<file path="src/rtl/glove_tracker.sv">
// Per-glove blob tracker: accumulates hit pixels per frame, divides for the centroid,
// scales to mm, debounces open/closed. Optional smoothing via GLOVE_TRACKER_SMOOTH_EN.
module glove_tracker #(
  parameter int unsigned FRAME_W         = 640,
  parameter int unsigned FRAME_H         = 480,
  parameter int unsigned MM_PER_PX_X     = 4,
  parameter int unsigned MM_PER_PX_Y     = 4,
  parameter int unsigned MIN_PIXELS      = 64,
  parameter int unsigned CLOSED_AREA     = 900,
  parameter int unsigned DEBOUNCE_FRAMES = 3
) (
  input  logic        clk,
  input  logic        reset,
  input  logic        pix_valid,
  input  logic        pix_hit,
  input  logic [10:0] hcount,
  input  logic [9:0]  vcount,
  input  logic        frame_end,
  output logic [15:0] glovex,
  output logic [15:0] glovey,
  output logic        glove_closed,
  output logic        glove_found,
  output logic        pos_valid
);

  localparam int unsigned SUM_W = 28;
  localparam int unsigned CNT_W = 19;

  typedef enum logic [2:0] {
    S_ACCUM,
    S_LATCH,
    S_DIVIDE,
    S_SCALE,
    S_OUTPUT
  } state_t;

  state_t             state_q, state_d;
  logic [SUM_W-1:0]   sumx_q, sumx_d;
  logic [SUM_W-1:0]   sumy_q, sumy_d;
  logic [CNT_W-1:0]   count_q, count_d;
  logic [SUM_W-1:0]   divx_q, divx_d;
  logic [SUM_W-1:0]   divy_q, divy_d;
  logic [CNT_W-1:0]   remx_q, remx_d;
  logic [CNT_W-1:0]   remy_q, remy_d;
  logic [CNT_W-1:0]   divisor_q, divisor_d;
  logic [4:0]         bitcnt_q, bitcnt_d;
  logic [7:0]         deb_q, deb_d;
  logic [15:0]        glovex_q, glovex_d;
  logic [15:0]        glovey_q, glovey_d;
  logic               closed_q, closed_d;
  logic               found_q, found_d;
  logic               pv_q, pv_d;

  logic [CNT_W:0]     remx_sh, remy_sh;
  logic               gex, gey;
  logic [15:0]        newx, newy;
  logic               candidate;

  // Restoring divider step: quotient bits shift into the dividend register from the LSB.
  always_comb begin
    remx_sh = {remx_q, divx_q[SUM_W-1]};
    remy_sh = {remy_q, divy_q[SUM_W-1]};
    gex     = (remx_sh >= {1'b0, divisor_q});
    gey     = (remy_sh >= {1'b0, divisor_q});
  end

  always_comb begin
    newx = 16'(32'(divx_q) * MM_PER_PX_X);
    newy = 16'((32'(FRAME_H - 1) - 32'(divy_q)) * MM_PER_PX_Y);
    candidate = (divisor_q < CNT_W'(CLOSED_AREA));
  end

  always_comb begin
    state_d   = state_q;
    sumx_d    = sumx_q;
    sumy_d    = sumy_q;
    count_d   = count_q;
    divx_d    = divx_q;
    divy_d    = divy_q;
    remx_d    = remx_q;
    remy_d    = remy_q;
    divisor_d = divisor_q;
    bitcnt_d  = bitcnt_q;
    deb_d     = deb_q;
    glovex_d  = glovex_q;
    glovey_d  = glovey_q;
    closed_d  = closed_q;
    found_d   = found_q;
    pv_d      = 1'b0;

    unique case (state_q)
      S_ACCUM: begin
        if (pix_valid && pix_hit) begin
          sumx_d  = sumx_q + SUM_W'(hcount);
          sumy_d  = sumy_q + SUM_W'(vcount);
          count_d = count_q + 1'b1;
        end
        if (frame_end) state_d = S_LATCH;
      end

      S_LATCH: begin
        sumx_d  = '0;
        sumy_d  = '0;
        count_d = '0;
        if (count_q < CNT_W'(MIN_PIXELS)) begin
          found_d = 1'b0;
          pv_d    = 1'b1;
          state_d = S_ACCUM;
        end else begin
          divx_d    = sumx_q;
          divy_d    = sumy_q;
          remx_d    = '0;
          remy_d    = '0;
          divisor_d = count_q;
          bitcnt_d  = '0;
          state_d   = S_DIVIDE;
        end
      end

      S_DIVIDE: begin
        remx_d   = gex ? CNT_W'(remx_sh - {1'b0, divisor_q}) : CNT_W'(remx_sh);
        remy_d   = gey ? CNT_W'(remy_sh - {1'b0, divisor_q}) : CNT_W'(remy_sh);
        divx_d   = {divx_q[SUM_W-2:0], gex};
        divy_d   = {divy_q[SUM_W-2:0], gey};
        bitcnt_d = bitcnt_q + 1'b1;
        if (bitcnt_q == 5'(SUM_W - 1)) state_d = S_SCALE;
      end

      S_SCALE: begin
`ifdef GLOVE_TRACKER_SMOOTH_EN
        // found_q low means no trustworthy previous position, so load directly.
        if (found_q) begin
          glovex_d = 16'(({1'b0, glovex_q} + {1'b0, newx}) >> 1);
          glovey_d = 16'(({1'b0, glovey_q} + {1'b0, newy}) >> 1);
        end else begin
          glovex_d = newx;
          glovey_d = newy;
        end
`else
        glovex_d = newx;
        glovey_d = newy;
`endif
        if (candidate == closed_q) begin
          deb_d = '0;
        end else if (deb_q == 8'(DEBOUNCE_FRAMES - 1)) begin
          closed_d = ~closed_q;
          deb_d    = '0;
        end else begin
          deb_d = deb_q + 1'b1;
        end
        found_d = 1'b1;
        pv_d    = 1'b1;
        state_d = S_OUTPUT;
      end

      S_OUTPUT: state_d = S_ACCUM;

      default: state_d = S_ACCUM;
    endcase
  end

  always_ff @(posedge clk) begin
    if (reset) begin
      state_q   <= S_ACCUM;
      sumx_q    <= '0;
      sumy_q    <= '0;
      count_q   <= '0;
      divx_q    <= '0;
      divy_q    <= '0;
      remx_q    <= '0;
      remy_q    <= '0;
      divisor_q <= '0;
      bitcnt_q  <= '0;
      deb_q     <= '0;
      glovex_q  <= '0;
      glovey_q  <= '0;
      closed_q  <= 1'b0;
      found_q   <= 1'b0;
      pv_q      <= 1'b0;
    end else begin
      state_q   <= state_d;
      sumx_q    <= sumx_d;
      sumy_q    <= sumy_d;
      count_q   <= count_d;
      divx_q    <= divx_d;
      divy_q    <= divy_d;
      remx_q    <= remx_d;
      remy_q    <= remy_d;
      divisor_q <= divisor_d;
      bitcnt_q  <= bitcnt_d;
      deb_q     <= deb_d;
      glovex_q  <= glovex_d;
      glovey_q  <= glovey_d;
      closed_q  <= closed_d;
      found_q   <= found_d;
      pv_q      <= pv_d;
    end
  end

  assign glovex       = glovex_q;
  assign glovey       = glovey_q;
  assign glove_closed = closed_q;
  assign glove_found  = found_q;
  assign pos_valid    = pv_q;

endmodule

</file>
<file path="config.mk">
export PLATFORM = sky130hd
export DESIGN_NAME = glove_tracker
export DESIGN_NICKNAME = d
export VERILOG_FILES = /design/src/rtl/glove_tracker.sv
export SDC_FILE = /design/constraint.sdc
export NUM_CORES = 1
export LEC_CHECK = 0
export BUFFER_PORTS_ARGS = -buffer_cell sky130_fd_sc_hd__buf_4
export CAP_MARGIN = 15
export CORE_MARGIN = 3
export CORE_UTILIZATION = 46
export DETAILED_ROUTE_END_ITERATION = 6
export PLACE_DENSITY = 0.67
export SLEW_MARGIN = 25
export SYNTH_ARGS = -nofsm -noshare
export SYNTH_HDL_FRONTEND = slang
export SYNTH_SLANG_ARGS = --single-unit
export TNS_END_PERCENT = 50
</file>
<file path="constraint.sdc">
create_clock -name clk -period 4.9 [get_ports clk]
set_clock_uncertainty 0.2 [all_clocks]
set_input_delay 0.735 -clock clk [delete_from_list [all_inputs] [get_ports clk]]
set_output_delay 0.735 -clock clk [all_outputs]
set_load 0.005 [all_outputs]
</file>
==> metrics <==
DR iter-0 viols just under 800; drt first pass iters 5; Post-Route WL between 30000 and 40000 µm; H-tree depth 1; I/O pins just over 60; # DRC 0; Hold Path Class reg2reg; WP data arrival 4.01 ns; Vias ~11k; NetSw ~0.94 mW; final count of hold timing violations 0; f_max around 260 MHz; post-synth top area cell dfxtp_1; crit path time final around 3.8 ns; R2R setup slack approximately 1.1 ns; startpoint types register; ant diodes 0; mux contribution to synthesized area less than 1%; clock-pin slew of the registers on the worst-case setup and hold paths 0.06 ns; mapped cell area ~12000 µm²; Rows 58; Combinational Power Share under 10%; switching part of the total 22.24%; DP HPWL roughly 20000 µm; Post-synth ARST share 0%; core box area 25540 µm²; crit-path leading delay family compound AO/OA/AOI/OAI gates; internal power between 3 and 4 mW; Compound-Gate Fraction of Synth Area around 22%; fin crit share between 70% and 80%; routability congestion estimate 0.8806; r2r endpoint remy_q[10]; Die Ht between 150 and 200 µm; largest net degree at the start of global routing 87; Crit Reg-Reg Startpoint divy_q[27]; crit-path max cell delay 0.66 ns; crit path max-delay cell type a31oi_2; initial antenna violation count 0; Synth warnings 0; P per Cell Area 310.1 nW/µm²; CTS Sinks 235; TritonCTS clock tree built; syn avg cell area 8.031 µm²; Num CTS Buffers 27; Post-Synthesis Cells 1511; hold bufs inserted after CTS 0; setup TNS 0 ns; run status completed; layout cells sized above 1 under 10%; Clock Tree Root clkbuf_16; Vias/cell around 5.7; hold path depth 2; Post-synth EDFFs 0; Max-cap violations 0; die width approximately 170 µm; post-synthesis xor/xnor area fraction 6.785%; Post-Synth Adder-Cell Area around 7.3%; GRT Overall Usage between 20% and 30%; die area ~28000 µm²; CP Data Required Time between 5 and 6 ns; most used cell, CP nor2_1; Skew-Pair Late Insertion Delay between 0.5 and 0.6 ns; main area contributors after synthesis dfxtp_1 39%, a21oi_1 7.7%, nand2_1 7.3%, ha_1 6.6%, a22oi_1 4.4%; nets ~1.6k; unrepaired setup endpoints after global routing no; total power about 4.2 mW; crit-path cells inv_1 -> ha_1 -> inv_1 -> fa_1 -> a211oi_1 -> nor2_1 -> o21ai_0 -> o21ai_0 -> a31oi_2 -> nor2_1 -> a222oi_1 -> nor2_1; Port Buffers 56; Unique masters post-synth between 60 and 70; Area growth syn-to-layout 12.91%; GR Overflow Total 0; number of global-route vias before repair between 10k and 15k; Final Max Tran Viols 0; top cells by count, synth 235 x dfxtp_1, 235 x nand2_1, 187 x a21oi_1; kind of critical path reg2reg; Worst Setup SP divy_q[27]; Post-Place Cells around 1.8k; Worst Reg2Reg Path Length in Cells 12; Main synth FF type dfxtp_1; postcts setup bufs 0; post-synth top area share about two fifths; final std cells w/o fill around 1.9k; # setup viols final 0; Worst setup EP type register; Longest Clk Path Bufs 3; WP buf/inv 2; top fanout value on the critical path 15; peak supply drop roughly 270 µV; relative slew slack between 30% and 40%; worst-margin pin slew ~0.92 ns; post-route ant nets 0; Worst Hold End glovey[15]; global-route wire length before repair slightly above 50000 µm; register area share after synthesis between 30% and 40%; hold path start glovey[15]; Yosys reg bits roughly 240; Routed WL per cell roughly 16 µm; clock share of power around half; share of power burned in registers 45.5%; PostCTS Resize Cnt 0; Lkg Pwr around 5 nW; starting density of the core a little under half; Synth Area in Simple Gates a little over a fifth; largest family of logic cells by synthesized area compound AO/OA/AOI/OAI gates
-- tightest hold or removal path: stages (launching register included) --
cell and delay (ns):
dfxtp_1 0.31, nand2_1 0.05, a21oi_1 0.05
-- layout make-up --
type / count / area (µm²)
Fill cell: 2458 / 11840
Multi-Input combinational cell: 1158 / 6963
Sequential cell: 235 / 4705
Clock buffer: 37 / 773.2
Timing Repair Buffer: 68 / 514.2
Tap cell: 330 / 412.9
Clock inverter: 9 / 171.4
Inverter: 43 / 161.4
-- per-layer routing --
layer	vias to the layer above	part of all wire, %	track usage (%)
met3	53	4.4	3.264
met4	0	2.8	6.546
met1	5091	47	29.37
met2	218	45	34.99
li1	5416	-	-
met5	-	0	0
-- cells by family after synthesis --
| group | Yosys count |
|---|---|
| AO/OA/AOI/OAI | 426 |
| XOR/XNOR | 94 |
| adder cells (fa/ha/maj) | 68 |
| buffers and inverters | 121 |
| flip-flops | 235 |
| multiplexers | 5 |
| other | 1 |
| AND/OR/NAND/NOR | 561 |
-- power groups by stage --
stage	Clock [mW]	Combinational [mW]	Sequential, mW
after floorplan	0	0.137	1.97
after global placement	0	0.188	1.97
after detailed placement	0	0.190	1.97
after CTS	2.17	0.192	1.93
after global routing	2.25	0.214	1.93
final	2.13	0.190	1.93
-- metrics by stage --
stage | util, % | cell area [µm²] | setup WS, ns | hold WS (ns)
2_1_floorplan | - | 12150 | 1.732 | 0.2360
3_3_place_gp | 49.94 | 12760 | 1.271 | 0.2417
3_5_place_dp | 49.94 | 12760 | 1.122 | 0.2463
4_1_cts | 53.63 | 13700 | 1.114 | 0.2536
5_1_grt | 53.63 | 13700 | 0.6491 | 0.2685
6_report | 53.63 | 13700 | 1.075 | 0.2476
-- state kept, by name, indices dropped and copies added (netlist names) --
name / flops
count_q: 19
sumy_q: 28
deb_q: 8
glovex: 14
divisor_q: 19
glove_closed: 1
remy_q: 19
glovey: 14
bitcnt_q: 5
divx_q: 28
remx_q: 19
state_q: 3
sumx_q: 28
glove_found: 1
pos_valid: 1
divy_q: 28
-- layout by cell type, fill, tap and decap left out, types with 8 or more instances in the layout --
cell type / count
xnor2_1: 51
a21oi_1: 187
nand4_1: 21
a32oi_1: 11
a222oi_1: 9
xor2_1: 43
nand2_1: 235
nor2b_1: 14
and3_1: 19
a22oi_1: 71
ha_1: 64
nor3_1: 27
a31oi_1: 10
or3_1: 17
a211oi_1: 8
inv_1: 43
nor2_1: 130
nand3_1: 54
clkbuf_16: 27
buf_4: 67
o21ai_0: 61
nand2b_1: 8
dfxtp_1: 235
a21o_1: 18
-- worst max-delay path by stage --
stage	to	slack, ns	cells after the start
floorplan	sumx_q[18]	1.73	11
global placement	remy_q[10]	1.27	12
detailed placement	remy_q[8]	1.12	12
CTS	remy_q[8]	1.11	12
global route	remy_q[5]	0.65	12
finish	remy_q[10]	1.08	12
(Power assumes the default switching activity.)
